File: config.mk
export PLATFORM = sky130hd
export DESIGN_NAME = layer2_channel_scheduler
export DESIGN_NICKNAME = d
export VERILOG_FILES = /design/src/rtl/layer2_pkg.sv /design/src/rtl/layer2_out_serializer.sv /design/src/rtl/layer2_channel_scheduler.sv
export SDC_FILE = /design/constraint.sdc
export NUM_CORES = 1
export LEC_CHECK = 0
export CAP_MARGIN = 40
export CORE_MARGIN = 2
export CORE_UTILIZATION = 35
export DETAILED_ROUTE_END_ITERATION = 16
export SLEW_MARGIN = 15
export SYNTH_ARGS = -nofsm -noshare
export SYNTH_HDL_FRONTEND = slang
export SYNTH_SLANG_ARGS = --single-unit
File: constraint.sdc
create_clock -name i_clk -period 5.6 [get_ports i_clk]
set_input_delay 1.68 -clock i_clk [delete_from_list [all_inputs] [get_ports i_clk]]
set_output_delay 1.68 -clock i_clk [all_outputs]
set_load 0.01 [all_outputs]
File: src/rtl/layer2_pkg.sv
// rtl/layer2_pkg.sv - shared constants and state encoding for the layer-2 channel scheduler
package layer2_pkg;

  localparam int MAPSIZE   = 14;
  localparam int NUM_IN_CH = 6;
  localparam int FRAME_PIX = MAPSIZE * MAPSIZE;

  typedef enum logic [2:0] {
    ST_IDLE     = 3'd0,
    ST_WAIT_RDY = 3'd1,
    ST_KICK     = 3'd2,
    ST_GUARD    = 3'd3,
    ST_STREAM   = 3'd4,
    ST_DRAIN    = 3'd5,
    ST_FIN      = 3'd6
  } sched_state_t;

endpackage

File: src/rtl/layer2_out_serializer.sv
// rtl/layer2_out_serializer.sv - per-engine holding registers, round-robin serialiser, overflow flag (LAYER2_SCHED_ERR_EN)
module layer2_out_serializer #(
  parameter int NUM_OUT = 16,
  parameter int IDX_W   = 4
) (
  input  logic                    i_clk,
  input  logic                    i_rst,
  input  logic                    i_clear,
  input  logic [NUM_OUT-1:0]      i_valid,
  input  logic [NUM_OUT-1:0][7:0] i_pixel,
  output logic                    o_empty,
  output logic                    o_out_valid,
  output logic signed [7:0]       o_out_pixel,
  output logic [IDX_W-1:0]        o_out_channel,
  output logic                    o_err
);
  import layer2_pkg::*;

  logic [NUM_OUT-1:0]      r_full;
  logic [NUM_OUT-1:0][7:0] r_hold;
  logic [IDX_W-1:0]        r_last;
  logic                    w_gnt_valid;
  logic [IDX_W-1:0]        w_gnt_idx;
  logic [NUM_OUT-1:0]      w_gnt_onehot;
  int                      w_scan;

  assign o_empty      = ~|r_full;
  assign w_gnt_onehot = w_gnt_valid ? (NUM_OUT'(1) << w_gnt_idx) : '0;

  // Round-robin pick: scan pending slots starting just after the last granted one
  always_comb begin
    w_gnt_valid = 1'b0;
    w_gnt_idx   = '0;
    w_scan      = 0;
    for (int k = 1; k <= NUM_OUT; k++) begin
      w_scan = int'(r_last) + k;
      if (w_scan >= NUM_OUT) w_scan = w_scan - NUM_OUT;
      if (!w_gnt_valid && r_full[w_scan]) begin
        w_gnt_valid = 1'b1;
        w_gnt_idx   = IDX_W'(w_scan);
      end
    end
  end

  // Capture engine outputs and emit one granted pixel per cycle; a fresh capture keeps its slot pending
  always_ff @(posedge i_clk) begin
    if (i_rst) begin
      r_full        <= '0;
      r_hold        <= '0;
      r_last        <= IDX_W'(NUM_OUT - 1);
      o_out_valid   <= 1'b0;
      o_out_pixel   <= '0;
      o_out_channel <= '0;
    end else begin
      o_out_valid <= w_gnt_valid;
      if (w_gnt_valid) begin
        o_out_pixel   <= r_hold[w_gnt_idx];
        o_out_channel <= w_gnt_idx;
        r_last        <= w_gnt_idx;
      end
      for (int i = 0; i < NUM_OUT; i++) begin
        if (i_valid[i]) begin
          r_hold[i] <= i_pixel[i];
          r_full[i] <= 1'b1;
        end else if (i_clear || w_gnt_onehot[i]) begin
          r_full[i] <= 1'b0;
        end
      end
    end
  end

`ifdef LAYER2_SCHED_ERR_EN
  logic r_err;

  // Sticky flag: an arrival on a pending slot that is not drained this cycle overwrites unsent data
  always_ff @(posedge i_clk) begin
    if (i_rst) begin
      r_err <= 1'b0;
    end else if (|(i_valid & r_full & ~w_gnt_onehot)) begin
      r_err <= 1'b1;
    end
  end

  assign o_err = r_err;
`else
  assign o_err = 1'b0;
`endif

endmodule

File: src/rtl/layer2_channel_scheduler.sv
// rtl/layer2_channel_scheduler.sv - layer-2 frame sequencer and output collector (optional overflow detect: LAYER2_SCHED_ERR_EN)
module layer2_channel_scheduler #(
  parameter int MAPSIZE   = 14,
  parameter int NUM_OUT   = 16,
  parameter int ISSUE_GAP = 8
) (
  input  logic                                    i_clk,
  input  logic                                    i_rst,
  input  logic                                    i_start,
  input  logic [NUM_OUT-1:0]                      i_eng_ready,
  output logic                                    o_rd_en,
  output logic [7:0]                              o_rd_addr,
  input  logic [layer2_pkg::NUM_IN_CH-1:0][7:0]   i_rd_data,
  output logic                                    o_eng_start,
  output logic [layer2_pkg::NUM_IN_CH-1:0]        o_eng_valid_in,
  output logic [layer2_pkg::NUM_IN_CH-1:0][7:0]   o_eng_pixel_in,
  input  logic [NUM_OUT-1:0]                      i_eng_valid_out,
  input  logic [NUM_OUT-1:0][7:0]                 i_eng_pixel_out,
  input  logic [NUM_OUT-1:0]                      i_eng_done,
  output logic                                    o_out_valid,
  output logic signed [7:0]                       o_out_pixel,
  output logic [3:0]                              o_out_channel,
  output logic                                    o_busy,
  output logic                                    o_frame_done,
  output logic                                    o_err
);
  import layer2_pkg::*;

  localparam int FRAME = MAPSIZE * MAPSIZE;
  localparam int GAP_W = (ISSUE_GAP > 1) ? $clog2(ISSUE_GAP) : 1;

  sched_state_t              r_state;
  logic                      r_guard;
  logic [8:0]                r_issued;
  logic [GAP_W-1:0]          r_gap;
  logic                      r_beat;
  logic [NUM_IN_CH-1:0][7:0] r_pix_hold;
  logic [NUM_OUT-1:0]        r_done;
  logic                      w_kick;
  logic                      w_last_issued;
  logic                      w_ser_empty;

  assign w_kick         = (r_state == ST_KICK);
  assign w_last_issued  = (r_issued == 9'(FRAME));
  assign o_rd_en        = (r_state == ST_STREAM) && (r_gap == '0) && !w_last_issued;
  assign o_rd_addr      = w_last_issued ? 8'(FRAME - 1) : r_issued[7:0];
  assign o_eng_start    = w_kick;
  assign o_eng_valid_in = {NUM_IN_CH{r_beat}};
  assign o_eng_pixel_in = r_beat ? i_rd_data : r_pix_hold;
  assign o_busy         = (r_state != ST_IDLE);
  assign o_frame_done   = (r_state == ST_FIN);

  // Frame sequencing; the guard covers the engines' registered start before data flows
  always_ff @(posedge i_clk) begin
    if (i_rst) begin
      r_state <= ST_IDLE;
      r_guard <= 1'b0;
    end else begin
      case (r_state)
        ST_IDLE:     if (i_start) r_state <= ST_WAIT_RDY;
        ST_WAIT_RDY: if (&i_eng_ready) r_state <= ST_KICK;
        ST_KICK: begin
          r_state <= ST_GUARD;
          r_guard <= 1'b0;
        end
        ST_GUARD: begin
          r_guard <= 1'b1;
          if (r_guard) r_state <= ST_STREAM;
        end
        ST_STREAM:   if (r_beat && w_last_issued) r_state <= ST_DRAIN;
        ST_DRAIN:    if (&r_done && w_ser_empty) r_state <= ST_FIN;
        ST_FIN:      r_state <= ST_IDLE;
        default:     r_state <= ST_IDLE;
      endcase
    end
  end

  // Paced read issue and the one-cycle-later data beat; the pixel bus holds between beats
  always_ff @(posedge i_clk) begin
    if (i_rst) begin
      r_issued   <= '0;
      r_gap      <= '0;
      r_beat     <= 1'b0;
      r_pix_hold <= '0;
    end else begin
      r_beat <= o_rd_en;
      if (r_beat) r_pix_hold <= i_rd_data;
      if (w_kick) begin
        r_issued <= '0;
        r_gap    <= '0;
      end else if (r_state == ST_STREAM) begin
        if (o_rd_en) r_issued <= r_issued + 9'd1;
        r_gap <= (r_gap == GAP_W'(ISSUE_GAP - 1)) ? '0 : r_gap + GAP_W'(1);
      end
    end
  end

  // Sticky per-engine completion, restarted at each kick
  always_ff @(posedge i_clk) begin
    if (i_rst) begin
      r_done <= '0;
    end else if (w_kick) begin
      r_done <= i_eng_done;
    end else begin
      r_done <= r_done | i_eng_done;
    end
  end

  layer2_out_serializer #(
    .NUM_OUT (NUM_OUT),
    .IDX_W   (4)
  ) u_out_serializer (
    .i_clk         (i_clk),
    .i_rst         (i_rst),
    .i_clear       (w_kick),
    .i_valid       (i_eng_valid_out),
    .i_pixel       (i_eng_pixel_out),
    .o_empty       (w_ser_empty),
    .o_out_valid   (o_out_valid),
    .o_out_pixel   (o_out_pixel),
    .o_out_channel (o_out_channel),
    .o_err         (o_err)
  );

endmodule

; ---- Word level (Yosys, flattened, before mapping)
; Index checks and enable logic that the tools add are counted.
[classes]
addsub = 34
magnitude_cmp = 33
n_eq_ne = 13
n_shift = 1
n_mux = 142
bitwise = 1
n_reduce_logical = 78
[op_table]
columns = operator, count
row1 = "greater-or-equal comparator 32 x 6 -> 1 bit, second input constant", 16
row2 = "less-than comparator 32 x 6 -> 1 bit, second input constant", 16
row3 = 2-to-1 mux 32 bit, 16
row4 = "subtractor 32 x 6 -> 32 bit, second input constant", 16
row5 = 2-to-1 mux 1 bit, 80
row6 = binary-select mux 1 bit (select 4 bit), 16
row7 = 2-to-1 mux 4 bit, 16
row8 = 2-to-1 mux 48 bit, 1
row9 = "adder 4 x 4 -> 5 bit, second input constant", 8
row10 = nonzero test 2 bit, 17
row11 = binary-select mux 8 bit (select 4 bit), 1
row12 = 2-to-1 mux 16 bit, 2
row13 = AND reduction 16 bit, 2
row14 = "adder 4 x 3 -> 5 bit, second input constant", 4
row15 = logical AND 1 bit, 19
row16 = 2-to-1 mux 3 bit, 6
row17 = case mux 3 bit (6 select lines), 1
row18 = logical NOT 1 bit, 17
row19 = logical OR 1 bit, 16
row20 = 2-to-1 mux 8 bit, 2
row21 = OR 16 bit, 1
row22 = OR reduction 16 bit, 1
row23 = "left shift 1 x 4 -> 16 bit, first input constant", 1
row24 = "equality test 3 bit, second input constant", 4
row25 = 16 further kinds, 23
[word_totals]
register_bits = 242
in_bits = 227
out_inout_bits = 80
word_cells = 350

; ---- Longest topological paths before layout
; Gate-level depths: netlist (run 1).
[logic_depth]
word_depth = 57
depth_mapped = 21
mapped_depth_nobuf = 14

; ---- Cells and area by module
; A second synthesis (run 1) with hierarchy kept.
[hier_totals]
cells_unflattened = 1333
area_unflattened_um2 = 12819.8
[modules_own_cells]
columns = module, instances, cells_per_inst, area_per_inst_um2, seq_area_each_um2
row1 = layer2_out_serializer, 1, 985, 9364.0, 3223.1
row2 = layer2_channel_scheduler, 1, 348, 3455.8, 1621.6

; ---- Worst setup path after synthesis (run 1)
; Ideal clock, no wire load.
[synth_timing]
path_type = register -> register
startpoint = register u_out_serializer.r_last[1]
endpoint = register u_out_serializer.o_out_pixel[6]
setup_ns = 0.103
t_arrival_ns = 5.340
t_required_ns = 5.497
setup_slack_ns = 0.157
stages_incl_launch_ff = 19
n_path_buf = 5
period_less_slack_ns = 5.443
cell_sequence = dfxtp_1 buf_4 buf_2 clkinv_1 ha_1 clkbuf_1 buf_2 mux2i_1 mux4_2 mux2i_1 clkbuf_1 mux2_2 o31a_1 nor4_1 o21ai_2 nor2_4 mux2_2 a211o_1 a2111oi_2
[synth_between]
elab_chain_len = 54
word_cells_on_any_way = 176
classes_between = 32 x add/sub / 16 x order compare / 98 x mux / 30 x reduce/logical
[synth_rtl]
columns = element, line
row1 = "start, declared", layer2_out_serializer.sv:21  ; logic [IDX_W-1:0] r_last;
row2 = "start signal, assigned", layer2_out_serializer.sv:50  ; r_last <= IDX_W'(NUM_OUT - 1);
row3 = "start signal, assigned", layer2_out_serializer.sv:59  ; r_last <= w_gnt_idx;
row4 = adder 4 x 1 -> 5 bit, layer2_out_serializer.sv:36  ; w_scan = int'(r_last) + k;
row5 = subtractor 32 x 6 -> 32 bit or greater-or-equal comparator 32 x 6 -> 1 bit (tied branches), layer2_out_serializer.sv:37  ; if (w_scan >= NUM_OUT) w_scan = w_scan - NUM_OUT;
row6 = 2-to-1 mux 32 bit, layer2_out_serializer.sv:37
row7 = binary-select mux 1 bit (select 4 bit), layer2_out_serializer.sv:38  ; if (!w_gnt_valid && r_full[w_scan]) begin
row8 = 2-to-1 mux 1 bit (implied by the code) (2 in series), layer2_out_serializer.sv:38
row9 = 2-to-1 mux 1 bit, layer2_out_serializer.sv:38
row10 = logical NOT 1 bit, layer2_out_serializer.sv:38
row11 = logical AND 1 bit, layer2_out_serializer.sv:38
row12 = (+37 left out), n/a
row13 = logical NOT 1 bit, layer2_out_serializer.sv:38
row14 = logical AND 1 bit, layer2_out_serializer.sv:38
row15 = 2-to-1 mux 1 bit, layer2_out_serializer.sv:38
row16 = logical NOT 1 bit, layer2_out_serializer.sv:38
row17 = logical AND 1 bit, layer2_out_serializer.sv:38
row18 = 2-to-1 mux 4 bit, layer2_out_serializer.sv:38
row19 = binary-select mux 8 bit (select 4 bit), layer2_out_serializer.sv:57  ; o_out_pixel <= r_hold[w_gnt_idx];
row20 = 2-to-1 mux 8 bit (implied by the code), layer2_out_serializer.sv:57
row21 = "end signal, assigned", layer2_out_serializer.sv:57
row22 = "end, declared", layer2_out_serializer.sv:13  ; output logic signed [7:0] o_out_pixel,
; Parallel ways exist; a longest one is shown, timed or not. The select of a mux whose other input is x is not followed.
; A chain may end at the register's enable or synchronous reset.

; ---- Worst setup path in the final report (run 1)
[layout_timing]
startpoint = register u_out_serializer.r_last[1]
endpoint = register u_out_serializer.o_out_pixel[5]
; The elaborated chain is that of the path after synthesis.

==> results of run 1 <==
-- stage by stage --
stage | utilization | cells | hold slack, ns
after floorplan | - | 1342 | 0.450
after global placement | 0.456 | 2052 | 0.465
after detailed placement | 0.457 | 2053 | 0.473
after CTS | 0.485 | 2109 | 0.481
after global routing | 0.485 | 2111 | 0.513
final | 0.485 | 2111 | 0.478
-- cells in the mapped netlist (5+ instances only) --
cell type  number  area share
dfxtp_1       242        0.38
a211o_1        11      0.0076
a31oi_1        15      0.0074
o22ai_1        21       0.010
nor2b_1        60       0.029
or3_1           9      0.0044
o2bb2ai_1       7      0.0048
a211oi_1        5      0.0029
a21oi_1        67       0.026
buf_2           8      0.0031
mux2i_1       182        0.14
xor2_1         11      0.0076
o211ai_1       13      0.0077
a221oi_1        8      0.0055
nor3_1         12      0.0047
ha_1           13       0.013
xnor2_1         8      0.0055
nand2_1        63       0.019
nor2_1        201       0.059
mux2_2         72       0.064
mux4_2         30       0.053
clkbuf_1       53       0.016
inv_1          26      0.0077
o21ai_0        10      0.0039
a22oi_1         5      0.0029
nor4_1          8      0.0039
buf_1          28      0.0082
nand4_1        12      0.0059
nand3_1        15      0.0059
a2111oi_0       9      0.0062
and3_1          6      0.0029
buf_4          11      0.0065
a221oi_2        7      0.0082
nor3b_1         8      0.0047
buf_6           6      0.0053
nand2b_1        5      0.0025
-- cells by family after synthesis --
| group | count (synthesis) |
|---|---|
| other | 1 |
| AOI/OAI and AO/OA | 217 |
| buffers and inverters | 134 |
| xor gates and xnor gates | 19 |
| muxes | 284 |
| and+or+nand+nor | 432 |
| adders and majority gates | 13 |
| DFF | 242 |
-- worst max-delay path, stage by stage (launching register included) --
cell and delay (ns):
dfxtp_1 0.39, clkinv_1 0.10, buf_4 0.19, ha_1 0.32, inv_1 0.20, mux4_2 0.63, a2111o_1 0.57, nor4_4 0.48
nand3_2 0.23, nor3_2 0.32, o21ai_1 0.10, o21a_1 0.13, buf_4 0.17, nor2_4 0.25, buf_4 0.35, nor2_1 0.22
a221oi_1 0.42, a221oi_2 0.09
-- sequential cells by signal, summed over array words and instances (netlist names) --
signal,cells
r_done,16
u_out_serializer.o_out_pixel,8
u_out_serializer.r_last,4
r_pix_hold,48
r_guard,1
r_beat,1
r_state,3
u_out_serializer.r_hold,128
u_out_serializer.o_out_channel,4
u_out_serializer.r_full,16
r_gap,3
r_issued,9
u_out_serializer.o_out_valid,1
-- worst max-delay path by stage --
| stage | startpoint | end | cells past startpoint | slack, ns |
|---|---|---|---|---|
| final | u_out_serializer.r_last[1] | u_out_serializer.o_out_pixel[5] | 17 | 0.30 |
| after global routing | u_out_serializer.r_last[1] | u_out_serializer.o_out_pixel[1] | 17 | 0.04 |
| after CTS | u_out_serializer.r_last[1] | u_out_serializer.o_out_pixel[1] | 14 | 0.30 |
| after detailed placement | u_out_serializer.r_last[1] | u_out_serializer.o_out_pixel[1] | 14 | 0.28 |
| after global placement | u_out_serializer.r_last[1] | u_out_serializer.o_out_pixel[1] | 14 | 0.33 |
| after floorplan | u_out_serializer.r_last[1] | u_out_serializer.o_out_pixel[6] | 18 | 0.16 |
-- area by class of cell --
type	instances	area [µm²]	area share
clock inverter	9	95.1	0.00548
multi-input combinational	966	7310	0.421
inverter	28	105	0.00606
clock buffer	47	915	0.0527
tap	461	577	0.0333
antenna	2	5.00	0.000289
sequential	242	4850	0.279
timing repair buffer	356	3490	0.202
-- per-layer routing --
metal | global-route usage | up-vias
met5 | 0 | -
met4 | 0.0715 | 8
met3 | 0.0670 | 86
met2 | 0.385 | 482
met1 | 0.281 | 5442
li1 | - | 5406
-- timing repair --
action                                  in CTS  in global routing
endpoints found under the setup margin       0                  4
endpoints found under the hold margin        0                  0
resized for setup                            0                  1
==> flow_metrics.py, run 1 <==
metrics = {
    "clock_network": {
        "hold_buffers": 0,
        "numCtsBuffers": 30,
        "htreeDepth": 1,
        "cts_tree": "built",
        "clk-insertion-delay-late_ns": 0.56,
        "cts_buffer_depth": 3,
        "cts_root_buf": "clkbuf_16",
        "cts.sinks": 242,
        "post-cts-setup-buffers": 0,
        "cts.clk_slew.worst_paths_ns": 0.06,
    },
    "global_route": {
        "grt_max_degree": 101,
        "overflow": 0,
        "antenna_found_initial": 6,
        "gr-usage-all-layers": 0.229,
        "grt_pass1_wl_um": 67700,
        "grt_pass1_vias": 11300,
    },
    "synthesis": {
        "synthCells": 1342,
        "avgSynthCellArea_um2": 9.49,
        "synth_compound_area_frac": 0.121,
        "ys_types": 85,
        "ys_warn_count": 0,
        "yosys_register_bits": 242,
        "synth_top_family_by_area": "multiplexers",
        "synthMuxAreaShare": 0.260,
        "synth_nets": 1582,
        "yosys.area_share.xor_xnor": 0.0131,
        "synthSimpleGateAreaFrac": 0.166,
        "synthFlopType": "dfxtp_1",
        "synth_fa_ha_area_frac": 0.0128,
        "synth_seq_area_share": 0.380,
        "async_reset_ff_frac": 0,
        "netlist_area_mm2": 0.0127,
        "synth_edf_count": 0,
    },
    "drt": {
        "drt-total-wl_um": 44500,
        "first_iter_violations": 728,
        "wl_met1_um": 18400,
        "dr.max_layer_used": "met5",
        "firstDrtPassIters": 5,
        "vias": 11400,
        "antenna_left": 0,
        "route.detailed.drc": 0,
        "post_drt_wl_per_cell_um": 21.1,
        "wl_met3_um": 3970,
        "wl_met2_um": 20800,
        "drt-vias-per-instance": 5.41,
    },
    "floorplan": {
        "start_util": 0.356,
        "rows": 69,
        "io_pins": 307,
        "fp.dieW_um": 195,
        "coreArea_mm2": 0.0357,
        "die_area_mm2": 0.0379,
        "chipHeight_um": 195,
    },
    "sta": {
        "layout_setup_ws_ns": 0.304,
        "post-route-period-util": 0.946,
        "period_minus_slack_ns": 5.30,
        "slew_viol_final": 0,
        "fmax_mhz": 189,
        "setup_viol": 0,
        "fin_worst_skew_ns": 0.0215,
        "rsz0062_at_grt": "no",
        "hold_viol_final": 0,
        "setup_tns_ns": 0,
        "maxSlewHeadroom": 0.414,
        "worst_slew_pin_slew_ns": 0.875,
    },
    "critical_path": {
        "critPathLaunchType": "flip-flop",
        "r2r-end": "u_out_serializer.o_out_pixel[5]",
        "arrival_ns": 5.72,
        "cp-end-kind": "flip-flop",
        "crit_fanout": 20,
        "path_class": "reg -> reg",
        "r2r-start": "u_out_serializer.r_last[1]",
        "rr_worst_depth": 17,
        "critical_path_required_ns": 6.03,
        "rrSetupSlack_ns": 0.30,
    },
    "finish": {
        "mostFrequentLayoutCells": "304 x clkdlybuf4s50_1, 241 x dfxtp_1, 201 x nor2_1, 182 x mux2i_1, 72 x mux2_2",
        "nNetsFinal": 1864,
        "drive_gt1_frac": 0.142,
        "design_area_mm2": 0.0173,
        "final_common_cell": "clkdlybuf4s50_1",
        "fillers": 3415,
        "areaGrowthSynthToFinish_pct": 36.1,
    },
    "status": {
        "status": "completed",
    },
    "run": {
        "cap_violations": 0,
    },
    "worst_hold_path": {
        "min_from": "u_out_serializer.o_out_channel[3]",
        "hold_end": "u_out_serializer.o_out_channel[3]",
        "min_path_type": "reg -> reg",
        "hold_depth": 2,
    },
    "place": {
        "pre_cts_ws_ns": 0.280,
        "gp_congestion": 0.878,
        "detailed_place.area_mm2": 0.0163,
        "dp_hpwl_um": 33500,
        "io_buffers": 305,
    },
}
Power of run 1 is not shown: default switching activity piles up to over one toggle a cycle in this logic, so the estimate is an artifact.
==> inputs of run 2 (changes only) <==
--- a/config.mk
+++ b/config.mk
@@ -5,10 +5,12 @@
 export SDC_FILE = /design/constraint.sdc
 export NUM_CORES = 1
 export LEC_CHECK = 0
+export ABC_CLOCK_PERIOD_IN_PS = 5600
 export CAP_MARGIN = 40
 export CORE_MARGIN = 2
 export CORE_UTILIZATION = 35
 export DETAILED_ROUTE_END_ITERATION = 16
+export GPL_ROUTABILITY_DRIVEN = 0
 export SLEW_MARGIN = 15
 export SYNTH_ARGS = -nofsm -noshare
 export SYNTH_HDL_FRONTEND = slang
==> flow_metrics.py, run 2 (same netlist as run 1, synthesis figures left out) <==
metrics = {
    "place": {
        "dp_hpwl_um": 32500,
        "io_buffers": 305,
    },
    "drt": {
        "post_drt_wl_per_cell_um": 20.7,
        "firstDrtPassIters": 5,
        "route.detailed.drc": 0,
        "first_iter_violations": 838,
        "drt-vias-per-instance": 5.41,
        "drt-total-wl_um": 43400,
        "antenna_left": 0,
        "vias": 11400,
    },
    "finish": {
        "largest_reg_flops": 128,
        "fillers": 3379,
        "regArea_mm2": 0.00485,
        "mostFrequentLayoutCells": "304 x clkdlybuf4s50_1, 241 x dfxtp_1, 201 x nor2_1, 181 x mux2i_1, 72 x mux2_2",
        "n_antenna_cell": 0,
        "final_common_cell": "clkdlybuf4s50_1",
        "drive_gt1_frac": 0.137,
        "nNetsFinal": 1857,
        "top_register": "u_out_serializer.r_hold",
        "areaGrowthSynthToFinish_pct": 35.5,
        "reg_top3": "u_out_serializer.r_hold: 128 flops, r_pix_hold: 48 flops",
        "multiInputGateArea_mm2": 0.00730,
    },
    "sta": {
        "hold_viol_final": 0,
        "fin_worst_skew_ns": 0.0171,
        "slew_viol_final": 0,
        "rsz0062_at_grt": "no",
        "setup_viol": 0,
        "worst_slew_pin_slew_ns": 0.797,
        "period_minus_slack_ns": 5.33,
        "setup_tns_ns": 0,
        "fmax_mhz": 188,
        "maxSlewHeadroom": 0.464,
        "post-route-period-util": 0.952,
    },
    "floorplan": {
        "chipHeight_um": 195,
        "coreArea_mm2": 0.0357,
        "die_area_mm2": 0.0379,
        "fp.dieW_um": 195,
        "start_util": 0.356,
        "rows": 69,
        "io_pins": 307,
    },
    "clock_network": {
        "cts.sinks": 242,
        "htreeDepth": 1,
        "clk-insertion-delay-late_ns": 0.55,
        "cts_tree": "built",
        "cts_buffer_depth": 3,
        "numCtsBuffers": 29,
        "cts_root_buf": "clkbuf_16",
        "cts.clk_slew.worst_paths_ns": 0.06,
    },
    "critical_path": {
        "path_buf_inv": 4,
        "path_class": "reg -> reg",
        "critical_path.cell_chain": "clkinv_1 > buf_4 > ha_1 > inv_1 > mux4_2 > a2111o_1 > nor4_2 > nand2_1 > nor4_1 > nor4_1 > buf_4 > o21ai_2 > o22ai_1 > mux2_2 > a211o_1 > a221oi_2",
        "cp-end-kind": "flip-flop",
        "crit_fanout": 17,
        "slowest_delay_ns": 0.62,
        "critical_path.top_delay_family": "compound AO/OA/AOI/OAI gates",
        "cpMaxStageDelayCell": "mux4_2",
        "arrival_ns": 5.81,
        "critPathLaunchType": "flip-flop",
        "critical_path_required_ns": 6.07,
    },
    "global_route": {
        "grt_pass1_wl_um": 66400,
        "grt_pass1_vias": 11200,
        "grt_max_degree": 125,
        "antenna_found_initial": 4,
        "overflow": 0,
        "gr-usage-all-layers": 0.223,
    },
    "worst_hold_path": {
        "min_path_type": "reg -> reg",
    },
    "run": {
        "cap_violations": 0,
    },
    "status": {
        "status": "completed",
    },
}
[run 2: changes by cell type in the layout (fill, tap and decap cells not counted), sizes merged]
| cell | delta |
|---|---|
| buf | -6 |
| clkinvlp | -1 |
| clkinv | +2 |
| bufinv | +2 |
| inv | -1 |
| clkbuf | -7 |
| diode | -2 |
[run 2: repair_timing]
item                                    in CTS  in global routing
gates resized for setup                      0                  1
hold buffers                                 0                  0
endpoints found under the setup margin       0                  8
buffers inserted                             0                  0
[run 2: final timing paths]
kind,start,endpoint,slack [ns],cells past startpoint
worst max-delay path,u_out_serializer.r_last[1],u_out_serializer.o_out_pixel[0],0.27,16
worst min-delay path,u_out_serializer.o_out_channel[2],u_out_serializer.o_out_channel[2],0.47,2
worst max register to register,u_out_serializer.r_last[1],u_out_serializer.o_out_pixel[0],0.27,16
worst min register to register,u_out_serializer.o_out_channel[2],u_out_serializer.o_out_channel[2],0.47,2
[run 2: area by class of cell]
| cell class | count | area share |
|---|---|---|
| multi-input cells | 966 | 0.423 |
| flip-flops and latches | 242 | 0.281 |
| repair buffers | 350 | 0.201 |
| clock buffers | 40 | 0.0467 |
| well taps | 461 | 0.0334 |
| clock inverters | 11 | 0.00884 |
| inverters | 28 | 0.00609 |
[run 2: per-stage QoR]
stage / worst slack (ns) / std cells / area, µm² / hold WS [ns] / utilization
3_3_place_gp: 0.483 / 2045 / 16300 / 0.452 / 0.455
2_1_floorplan: 0.157 / 1342 / 12700 / 0.450 / -
5_1_grt: 0.0213 / 2098 / 17300 / 0.497 / 0.483
3_5_place_dp: 0.316 / 2046 / 16300 / 0.455 / 0.455
6_report: 0.268 / 2098 / 17300 / 0.468 / 0.483
4_1_cts: 0.289 / 2097 / 17200 / 0.477 / 0.482
[run 2: worst min-delay path, stage by stage, from the launching register on]
cell,delay [ns]
dfxtp_1,0.31
nand2_1,0.06
a21oi_1,0.06
[run 2: layer usage]
layer  share of wire  global-route usage
met1            0.40               0.270
met2            0.48               0.384
met3           0.095              0.0699
met4           0.023              0.0543
met5          0.0012                   0
Power of run 2 is left out for the same reason.
